===== src/rtl/present_masked_pkg.sv =====
// -----------------------------------------------------------------------------
// present_masked_pkg
// Shared constants, types and masked-gadget helpers for the 3-share masked
// PRESENT datapath.
//   SBOX_LAT      pipeline depth of one masked S-box (cycles)
//   NIBBLE_W      S-box width
//   RND_PER_SBOX  fresh random bits consumed per S-box per nibble
//   STATE_W       PRESENT state width
//   layer_state_e control FSM states of the substitution layer
//   dom_and       3-share AND with cross-domain remasking (3 random bits)
//   ti_and        3-share non-complete AND, no fresh randomness
// -----------------------------------------------------------------------------
package present_masked_pkg;

  localparam int SBOX_LAT     = 3;
  localparam int NIBBLE_W     = 4;
  localparam int RND_PER_SBOX = 8;
  localparam int STATE_W      = 64;
  localparam int NIBBLES      = STATE_W / NIBBLE_W;

  typedef enum logic [1:0] {
    IDLE  = 2'd0,
    ISSUE = 2'd1,
    DRAIN = 2'd2
  } layer_state_e;

  // A 64-bit state viewed as 16 nibbles; nibble i is bits [4i+3:4i].
  typedef logic [NIBBLES-1:0][NIBBLE_W-1:0] nib_vec_t;

  // Vectors below are indexed by share: bit 0 = share 1, bit 2 = share 3.
  // Cross products a_i*b_j are blinded by r_ij, shared by the two domains
  // so the masks cancel in the XOR of the three result shares.
  // r[0] = r_12, r[1] = r_13, r[2] = r_23.
  function automatic logic [2:0] dom_and(input logic [2:0] a,
                                         input logic [2:0] b,
                                         input logic [2:0] r);
    logic [2:0] z;
    z[0] = (a[0] & b[0]) ^ ((a[0] & b[1]) ^ r[0]) ^ ((a[0] & b[2]) ^ r[1]);
    z[1] = (a[1] & b[1]) ^ ((a[1] & b[0]) ^ r[0]) ^ ((a[1] & b[2]) ^ r[2]);
    z[2] = (a[2] & b[2]) ^ ((a[2] & b[0]) ^ r[1]) ^ ((a[2] & b[1]) ^ r[2]);
    return z;
  endfunction

  // Output share i only sees input shares i and i+1 (mod 3), so no single
  // output share depends on all three input shares.
  function automatic logic [2:0] ti_and(input logic [2:0] a,
                                        input logic [2:0] b);
    logic [2:0] z;
    z[0] = (a[0] & b[0]) ^ (a[0] & b[1]) ^ (a[1] & b[0]);
    z[1] = (a[1] & b[1]) ^ (a[1] & b[2]) ^ (a[2] & b[1]);
    z[2] = (a[2] & b[2]) ^ (a[2] & b[0]) ^ (a[0] & b[2]);
    return z;
  endfunction

endpackage


===== src/rtl/present_sbox_3sh.sv =====
// -----------------------------------------------------------------------------
// present_sbox_3sh
// One 3-share masked PRESENT S-box, fully pipelined, latency SBOX_LAT (3),
// one nibble per cycle.
//   clk, rst_n             clock, synchronous active-low reset
//   in_sh1..in_sh3  [3:0]  input nibble shares
//   rnd             [7:0]  fresh randomness, sampled with the input nibble
//   out_sh1..out_sh3[3:0]  output shares, valid SBOX_LAT cycles after input
//
// The cubic S-box is built from two quadratic layers:
//   F: masked products p01 = x0&x1 and p23 = x2&x3 (6 random bits), plus a
//      refresh of the linear shares (2 random bits)
//   G: every output bit is a sum of linear terms, p01/p23 and products of
//      two registered values, which yields the three cubic monomials
//      x0x1x2 = p01*x2, x0x1x3 = p01*x3, x0x2x3 = p23*x0.
// The ANF used (x0 = LSB):
//   y0 = x0+x2+x3+x1x2
//   y1 = x1+x3+x1x3+x2x3+x0x1x2+x0x1x3+x0x2x3
//   y2 = 1+x2+x3+x0x1+x0x3+x1x3+x0x1x3+x0x2x3
//   y3 = 1+x0+x1+x3+x1x2+x0x1x2+x0x1x3+x0x2x3
// -----------------------------------------------------------------------------
module present_sbox_3sh
  import present_masked_pkg::*;
(
  input  logic                    clk,
  input  logic                    rst_n,
  input  logic [NIBBLE_W-1:0]     in_sh1,
  input  logic [NIBBLE_W-1:0]     in_sh2,
  input  logic [NIBBLE_W-1:0]     in_sh3,
  input  logic [RND_PER_SBOX-1:0] rnd,
  output logic [NIBBLE_W-1:0]     out_sh1,
  output logic [NIBBLE_W-1:0]     out_sh2,
  output logic [NIBBLE_W-1:0]     out_sh3
);

  // Output affine: the constant 1 of y2 and y3 is added to share 1 only.
  localparam logic [NIBBLE_W-1:0] OUT_CONST = 4'b1100;

  // Stage 0: input affine layer. The decomposition above works directly on
  // the input bits, so this stage is the identity and only registers.
  logic [NIBBLE_W-1:0]     s0_x1, s0_x2, s0_x3;
  logic [RND_PER_SBOX-1:0] s0_rnd;

  // Stage 1: outputs of F.
  logic [NIBBLE_W-1:0]     s1_x1, s1_x2, s1_x3;
  logic [2:0]              s1_p01, s1_p23;

  // Stage 2: outputs of G (before the output constant).
  logic [NIBBLE_W-1:0]     s2_y1, s2_y2, s2_y3;

  // F inputs, share vectors per input bit.
  logic [2:0] f_x0, f_x1, f_x2, f_x3;
  logic [NIBBLE_W-1:0] f_refresh;

  assign f_x0 = {s0_x3[0], s0_x2[0], s0_x1[0]};
  assign f_x1 = {s0_x3[1], s0_x2[1], s0_x1[1]};
  assign f_x2 = {s0_x3[2], s0_x2[2], s0_x1[2]};
  assign f_x3 = {s0_x3[3], s0_x2[3], s0_x1[3]};
  // Same mask on shares 1 and 2 keeps the unshared value unchanged.
  assign f_refresh = {s0_rnd[7], s0_rnd[6], s0_rnd[7], s0_rnd[6]};

  // G inputs.
  logic [2:0] g_x0, g_x1, g_x2, g_x3;
  logic [2:0] t12, t13, t03, c012, c013, c023;
  logic [2:0] y0v, y1v, y2v, y3v;

  assign g_x0 = {s1_x3[0], s1_x2[0], s1_x1[0]};
  assign g_x1 = {s1_x3[1], s1_x2[1], s1_x1[1]};
  assign g_x2 = {s1_x3[2], s1_x2[2], s1_x1[2]};
  assign g_x3 = {s1_x3[3], s1_x2[3], s1_x1[3]};

  always_comb begin
    t12  = ti_and(g_x1, g_x2);
    t13  = ti_and(g_x1, g_x3);
    t03  = ti_and(g_x0, g_x3);
    c012 = ti_and(s1_p01, g_x2);
    c013 = ti_and(s1_p01, g_x3);
    c023 = ti_and(s1_p23, g_x0);
    y0v  = g_x0 ^ g_x2 ^ g_x3 ^ t12;
    y1v  = g_x1 ^ g_x3 ^ t13 ^ s1_p23 ^ c012 ^ c013 ^ c023;
    y2v  = g_x2 ^ g_x3 ^ s1_p01 ^ t03 ^ t13 ^ c013 ^ c023;
    y3v  = g_x0 ^ g_x1 ^ g_x3 ^ t12 ^ c012 ^ c013 ^ c023;
  end

  always_ff @(posedge clk) begin
    if (!rst_n) begin
      s0_x1  <= '0;
      s0_x2  <= '0;
      s0_x3  <= '0;
      s0_rnd <= '0;
      s1_x1  <= '0;
      s1_x2  <= '0;
      s1_x3  <= '0;
      s1_p01 <= '0;
      s1_p23 <= '0;
      s2_y1  <= '0;
      s2_y2  <= '0;
      s2_y3  <= '0;
    end else begin
      s0_x1  <= in_sh1;
      s0_x2  <= in_sh2;
      s0_x3  <= in_sh3;
      s0_rnd <= rnd;

      s1_x1  <= s0_x1 ^ f_refresh;
      s1_x2  <= s0_x2 ^ f_refresh;
      s1_x3  <= s0_x3;
      s1_p01 <= dom_and(f_x0, f_x1, s0_rnd[2:0]);
      s1_p23 <= dom_and(f_x2, f_x3, s0_rnd[5:3]);

      s2_y1  <= {y3v[0], y2v[0], y1v[0], y0v[0]};
      s2_y2  <= {y3v[1], y2v[1], y1v[1], y0v[1]};
      s2_y3  <= {y3v[2], y2v[2], y1v[2], y0v[2]};
    end
  end

  assign out_sh1 = s2_y1 ^ OUT_CONST;
  assign out_sh2 = s2_y2;
  assign out_sh3 = s2_y3;

endmodule


===== src/rtl/present_sbox_layer_3sh.sv =====
// -----------------------------------------------------------------------------
// present_sbox_layer_3sh
// 3-share masked PRESENT substitution layer. The 64-bit shared state is
// pushed through NUM_SBOX masked S-boxes in CHUNKS = 16/NUM_SBOX chunks and
// the shared result is assembled in the output registers.
//   NUM_SBOX            parallel S-box instances: 1, 2, 4, 8 or 16
//   clk, rst_n          clock, synchronous active-low reset
//   start               begin a layer (accepted only in IDLE, not in done cycle)
//   in_sh1..in_sh3      input shares, captured when start is accepted
//   rnd                 8 random bits per instance, consumed while rnd_req=1
//   rnd_req             high in each ISSUE cycle
//   busy                high from the cycle after acceptance through done
//   done                one-cycle pulse, out_sh1..3 hold the full result
//   out_sh1..out_sh3    output shares, held until the next accepted start
//   state_dbg           current FSM state
// Build option PRESENT_SBOX_LAYER_ZEROIZE_EN: clear the outputs on accept and
// feed zeros into the S-boxes outside ISSUE.
//
// Handshake: start is a request sampled on the rising edge while the FSM is
// IDLE and done is low; it is then ignored until the cycle after done. If
// start is accepted in cycle T, rnd_req is high in T+1..T+CHUNKS, done is high
// in T+CHUNKS+4 and busy is high in T+1..T+CHUNKS+4.
// -----------------------------------------------------------------------------
module present_sbox_layer_3sh
  import present_masked_pkg::*;
#(
  parameter int NUM_SBOX = 16
) (
  input  logic                         clk,
  input  logic                         rst_n,
  input  logic                         start,
  input  logic [STATE_W-1:0]           in_sh1,
  input  logic [STATE_W-1:0]           in_sh2,
  input  logic [STATE_W-1:0]           in_sh3,
  input  logic [8*NUM_SBOX-1:0]        rnd,
  output logic                         rnd_req,
  output logic                         busy,
  output logic                         done,
  output logic [STATE_W-1:0]           out_sh1,
  output logic [STATE_W-1:0]           out_sh2,
  output logic [STATE_W-1:0]           out_sh3,
  output layer_state_e                 state_dbg
);

  localparam int CHUNKS = NIBBLES / NUM_SBOX;
  localparam int CNT_W  = (CHUNKS > 1) ? $clog2(CHUNKS) : 1;
  localparam logic [CNT_W-1:0] LAST_CHUNK = CNT_W'(CHUNKS - 1);
  localparam logic [1:0]       LAST_DRAIN = 2'(SBOX_LAT - 1);

  layer_state_e state;
  logic [CNT_W-1:0] issue_cnt;
  logic [1:0]       drain_cnt;

  nib_vec_t st_sh1, st_sh2, st_sh3;
  nib_vec_t out_r1, out_r2, out_r3;

  // Write-back tracker: a chunk index travelling alongside the S-box pipe so
  // the result lands in the nibbles it was read from.
  logic [SBOX_LAT-1:0]            wb_vld;
  logic [SBOX_LAT-1:0][CNT_W-1:0] wb_idx;

  logic [NUM_SBOX-1:0][NIBBLE_W-1:0] sb_in1, sb_in2, sb_in3;
  logic [NUM_SBOX-1:0][NIBBLE_W-1:0] sb_out1, sb_out2, sb_out3;

  // Chunk select: instance j handles nibble issue_cnt*NUM_SBOX + j. The
  // counter stays on the last chunk after ISSUE, so without zeroization the
  // S-box inputs keep showing that chunk.
  always_comb begin
    for (int j = 0; j < NUM_SBOX; j++) begin
      sb_in1[j] = st_sh1[4'(int'(issue_cnt) * NUM_SBOX + j)];
      sb_in2[j] = st_sh2[4'(int'(issue_cnt) * NUM_SBOX + j)];
      sb_in3[j] = st_sh3[4'(int'(issue_cnt) * NUM_SBOX + j)];
`ifdef PRESENT_SBOX_LAYER_ZEROIZE_EN
      if (state != ISSUE) begin
        sb_in1[j] = '0;
        sb_in2[j] = '0;
        sb_in3[j] = '0;
      end
`endif
    end
  end

  for (genvar g = 0; g < NUM_SBOX; g++) begin : g_sbox
    present_sbox_3sh u_sbox (
      .clk     (clk),
      .rst_n   (rst_n),
      .in_sh1  (sb_in1[g]),
      .in_sh2  (sb_in2[g]),
      .in_sh3  (sb_in3[g]),
      .rnd     (rnd[RND_PER_SBOX*g +: RND_PER_SBOX]),
      .out_sh1 (sb_out1[g]),
      .out_sh2 (sb_out2[g]),
      .out_sh3 (sb_out3[g])
    );
  end

  always_ff @(posedge clk) begin
    if (!rst_n) begin
      state     <= IDLE;
      issue_cnt <= '0;
      drain_cnt <= '0;
      st_sh1    <= '0;
      st_sh2    <= '0;
      st_sh3    <= '0;
      out_r1    <= '0;
      out_r2    <= '0;
      out_r3    <= '0;
      wb_vld    <= '0;
      wb_idx    <= '0;
      rnd_req   <= 1'b0;
      busy      <= 1'b0;
      done      <= 1'b0;
    end else begin
      done   <= 1'b0;
      wb_vld <= {wb_vld[SBOX_LAT-2:0], (state == ISSUE)};
      wb_idx <= {wb_idx[SBOX_LAT-2:0], issue_cnt};

      if (wb_vld[SBOX_LAT-1]) begin
        for (int j = 0; j < NUM_SBOX; j++) begin
          out_r1[4'(int'(wb_idx[SBOX_LAT-1]) * NUM_SBOX + j)] <= sb_out1[j];
          out_r2[4'(int'(wb_idx[SBOX_LAT-1]) * NUM_SBOX + j)] <= sb_out2[j];
          out_r3[4'(int'(wb_idx[SBOX_LAT-1]) * NUM_SBOX + j)] <= sb_out3[j];
        end
        if (wb_idx[SBOX_LAT-1] == LAST_CHUNK) begin
          done <= 1'b1;
        end
      end

      case (state)
        IDLE: begin
          // done is still high in the first IDLE cycle; a start there is
          // dropped so the finished result is seen for at least one cycle.
          if (start && !done) begin
            st_sh1    <= in_sh1;
            st_sh2    <= in_sh2;
            st_sh3    <= in_sh3;
            issue_cnt <= '0;
            rnd_req   <= 1'b1;
            busy      <= 1'b1;
            state     <= ISSUE;
`ifdef PRESENT_SBOX_LAYER_ZEROIZE_EN
            out_r1    <= '0;
            out_r2    <= '0;
            out_r3    <= '0;
`endif
          end else if (done) begin
            busy <= 1'b0;
          end
        end
        ISSUE: begin
          if (issue_cnt == LAST_CHUNK) begin
            rnd_req   <= 1'b0;
            drain_cnt <= '0;
            state     <= DRAIN;
          end else begin
            issue_cnt <= issue_cnt + 1'b1;
          end
        end
        DRAIN: begin
          if (drain_cnt == LAST_DRAIN) begin
            state <= IDLE;
          end else begin
            drain_cnt <= drain_cnt + 2'd1;
          end
        end
        default: state <= IDLE;
      endcase
    end
  end

  assign out_sh1   = out_r1;
  assign out_sh2   = out_r2;
  assign out_sh3   = out_r3;
  assign state_dbg = state;

endmodule


===== config.mk =====
export PLATFORM = sky130hd
export DESIGN_NAME = present_sbox_layer_3sh
export DESIGN_NICKNAME = d
export VERILOG_FILES = /design/src/rtl/present_masked_pkg.sv /design/src/rtl/present_sbox_3sh.sv /design/src/rtl/present_sbox_layer_3sh.sv
export SDC_FILE = /design/constraint.sdc
export NUM_CORES = 1
export LEC_CHECK = 0
export CAP_MARGIN = 20
export CORE_MARGIN = 5
export CORE_UTILIZATION = 54
export DETAILED_ROUTE_END_ITERATION = 10
export PLACE_DENSITY = 0.81
export SYNTH_ARGS = -nofsm -noshare
export SYNTH_HDL_FRONTEND = slang
export SYNTH_SLANG_ARGS = --single-unit

===== constraint.sdc =====
create_clock -name clk -period 2.07 [get_ports clk]
set_input_delay 0.414 -clock clk [delete_from_list [all_inputs] [get_ports clk]]
set_output_delay 0.414 -clock clk [all_outputs]
set_load 0.05 [all_outputs]

==> impl_metrics.tcl <==
set metrics [dict create \
    drive_above_1_share 0.09710 \
    min_from "rst_n" \
    cts_max_level 2 \
    io_buffers 263 \
    grt_max_degree 120 \
    required_ps 1660 \
    grt_pass1_vias 19460 \
    postRouteAntennaNets 0 \
    ios 520 \
    core_area_mm2 0.05477 \
    mostFrequentLayoutCells "595 x dfxtp_1, 337 x and2_1, 320 x nand2_1, 290 x xnor2_1, 188 x xor2_1" \
    r2r_start "g_sbox[2].u_sbox.s1_x2[1]" \
    worstMarginPinSlew_ps 644.7 \
    via_per_inst 4.972 \
    cts_tree "done" \
    dr.first_iter.drc_count 948 \
    synth_area_mm2 0.02971 \
    fin_ws_ps 71.41 \
    crit_type "register to output pin" \
    fin_worst_skew_ps 23.43 \
    nets 3674 \
    clock_sinks 602 \
    layout.cells.non_filler 4087 \
    fin_crit_ps 1999 \
    cellLeakagePower_nw 14.53 \
    die_h_um 244.6 \
    crit_fanout 2 \
    path_cells "dlygate4sd2_1" \
    wire_per_inst_um 14.81 \
    drt-pass1-iter-count 5 \
    dp_slack_ps 122.6 \
    synth_seq_cells 602 \
    finalWirelength_um 60530 \
    tns_ps 0 \
    die_w_um 244.6 \
    overflow 0 \
    slowest_stage "dlygate4sd2_1" \
    synthMuxAreaShare 0.05601 \
    synth_seq_area_share 0.4056 \
    synth-simple-area-share 0.2098 \
    startpoint_type "register" \
    ctsLongestPathBuffers 3 \
    p_total_mw 28.98 \
    grt_pass1_wl_um 98220 \
    synthXorXnorAreaFrac 0.1702 \
    netSwitchingPower_mw 7.266 \
    synth_edf_count 0 \
    async_reset_ff_frac 0 \
    swShare 0.2507 \
    synth_compound_gate_area_share 0.08687 \
    clkTransAtPathRegs_ps 60 \
    finalMaxSlewViolations 0 \
    maxCapViolCount 0 \
    critPathBufInv 1 \
    netlist-cell-type-count 59 \
    dieArea_mm2 0.05981 \
    p_seq_frac 0.447 \
    synth_top_family_by_area "simple AND/OR/NAND/NOR gates" \
    track_usage 0.1960 \
    cts_buffers 61 \
    syn_to_final_growth_pct 17.83 \
    powerDensity_mw_per_mm2 827.9 \
    hold_buffers 0 \
    place_hpwl_um 43280 \
    max_stage_delay_ps 560 \
    worstSetupStartpoint "out_sh1[22]" \
    synthCells 3104 \
    peakVddDrop_mv 0.6589 \
    dpl.cell_count 3967 \
    arrival_ps 1580 \
    synthAdderAreaFrac 0.01053 \
    critPathTopFamily "buffers and inverters" \
    cts_root_buffer "clkbuf_16" \
    status "finished, final reports clean" \
    gp_congestion 0.8774 \
    hold_path.class "input port to register" \
    finalSetupViolCount 0 \
    p_int_mw 21.72 \
    clock_latency_ps 620 \
    synth_ff_type "dfxtp_1" \
    avgSynthCellArea_um2 9.572 \
    crit_path_end_kind "output pin" \
    rows 86 \
    finalHoldViolations 0 \
    slew_headroom 0.5671 \
    vias 20320 \
    power_frac_comb 0.147 \
    drc 0 \
    fmax_mhz 500.4 \
    antenna_found_initial 7 \
    grt_setup_unrepaired "no" \
    fin_crit_sh 0.9655 \
    initial_core_util 0.5425 \
    mostFrequentLayoutCell "dfxtp_1" \
    ys_warn_count 0 \
    clock_power_share 0.407 \
]
## through the flow
step                hold WS [ps]  cell area, um2    util
finish                     193.9           35010  0.6392
global route               176.7           35010  0.6391
CTS                        156.8           34990  0.6388
detailed placement         425.2           32900  0.6007
global placement           412.5           32900  0.6007
floorplan                  411.9           30070       -
## power groups by stage
stage | Clock (mW) | Sequential, mW | Combinational, mW
final | 11.8 | 12.9 | 4.25
after global routing | 12.6 | 13.0 | 4.66
after CTS | 12.1 | 12.9 | 4.28
after detailed placement | 0 | 13.2 | 4.26
after global placement | 0 | 13.2 | 4.19
after floorplan | 0 | 13.0 | 3.51
## worst paths after layout
kind / end / slack (ps) / cells after the start
worst max-delay path: out_sh1[22] / 70 / 1
worst min-delay path: out_sh1[30] / 190 / 2
worst max register to register: g_sbox[2].u_sbox.s2_y1[3] / 120 / 6
worst min register to register: wb_vld[1] / 440 / 1
## per-layer routing
layer | track usage | share of wire | vias up
met5 | 0 | 0 | -
met4 | 0.06089 | 0.027 | 0
met3 | 0.03781 | 0.044 | 111
met2 | 0.3382 | 0.48 | 361
met1 | 0.2492 | 0.44 | 9426
li1 | - | - | 10420
## cell usage after synthesis (13+ instances only)
cell / n / area, um2
a21boi_0: 98 / 735.7
a21oi_1: 95 / 475.5
a221oi_2: 17 / 255.2
a22oi_1: 13 / 97.59
a32oi_1: 18 / 157.7
and2_1: 337 / 2108
and3b_1: 50 / 437.9
buf_2: 86 / 430.4
buf_4: 99 / 743.2
clkbuf_1: 114 / 427.9
dfxtp_1: 602 / 12050
ha_1: 25 / 312.8
inv_1: 23 / 86.33
mux2_2: 32 / 360.4
mux2i_1: 116 / 1161
nand2_1: 320 / 1201
nand2b_1: 28 / 175.2
nand3_1: 57 / 285.3
nand3b_1: 45 / 337.8
nand4bb_1: 14 / 157.7
nor2_1: 50 / 187.7
nor2b_1: 151 / 944.7
nor3b_1: 20 / 150.1
o211a_1: 16 / 160.2
o211ai_1: 17 / 127.6
o21ai_0: 51 / 255.2
xnor2_1: 290 / 2540
xnor3_1: 31 / 698.2
xor2_1: 189 / 1655
## layout make-up
class | count | area (um2)
fill | 4429 | 19760
multi-input combinational | 2257 | 16230
sequential | 602 | 12060
timing repair buffer | 380 | 3536
clock buffer | 80 | 1730
tap | 704 | 880.8
clock inverter | 35 | 469.2
inverter | 24 | 90.09
antenna | 5 | 12.51
## registers in the layout, indices dropped and copies added, names as in the netlist, 24 cells and up
name	count
g_sbox.u_sbox.s1_x3	32
g_sbox.u_sbox.s1_x1	32
g_sbox.u_sbox.out_sh3	32
g_sbox.u_sbox.s0_x1	32
out_sh1	32
g_sbox.u_sbox.out_sh2	32
g_sbox.u_sbox.s1_x2	32
g_sbox.u_sbox.s1_p23	24
out_sh3	32
g_sbox.u_sbox.s2_y1	32
g_sbox.u_sbox.s0_rnd	64
g_sbox.u_sbox.s1_p01	24
st_sh2	32
g_sbox.u_sbox.s0_x2	32
st_sh3	32
st_sh1	32
g_sbox.u_sbox.s0_x3	32
out_sh2	32
## what timing repair did
item,in CTS,in global routing
pin swaps,0,1
setup buffers,0,0
gates resized for setup,91,8
setup endpoints to repair,90,8
## cell families after synthesis
kind of cell,Yosys count
AO/OA/AOI/OAI,362
XOR/XNOR,520
adder cells (fa/ha/maj),25
buffers and inverters,340
flip-flops,602
multiplexers,158
other,1
AND/OR/NAND/NOR,1096
(Power assumes the default switching activity.)
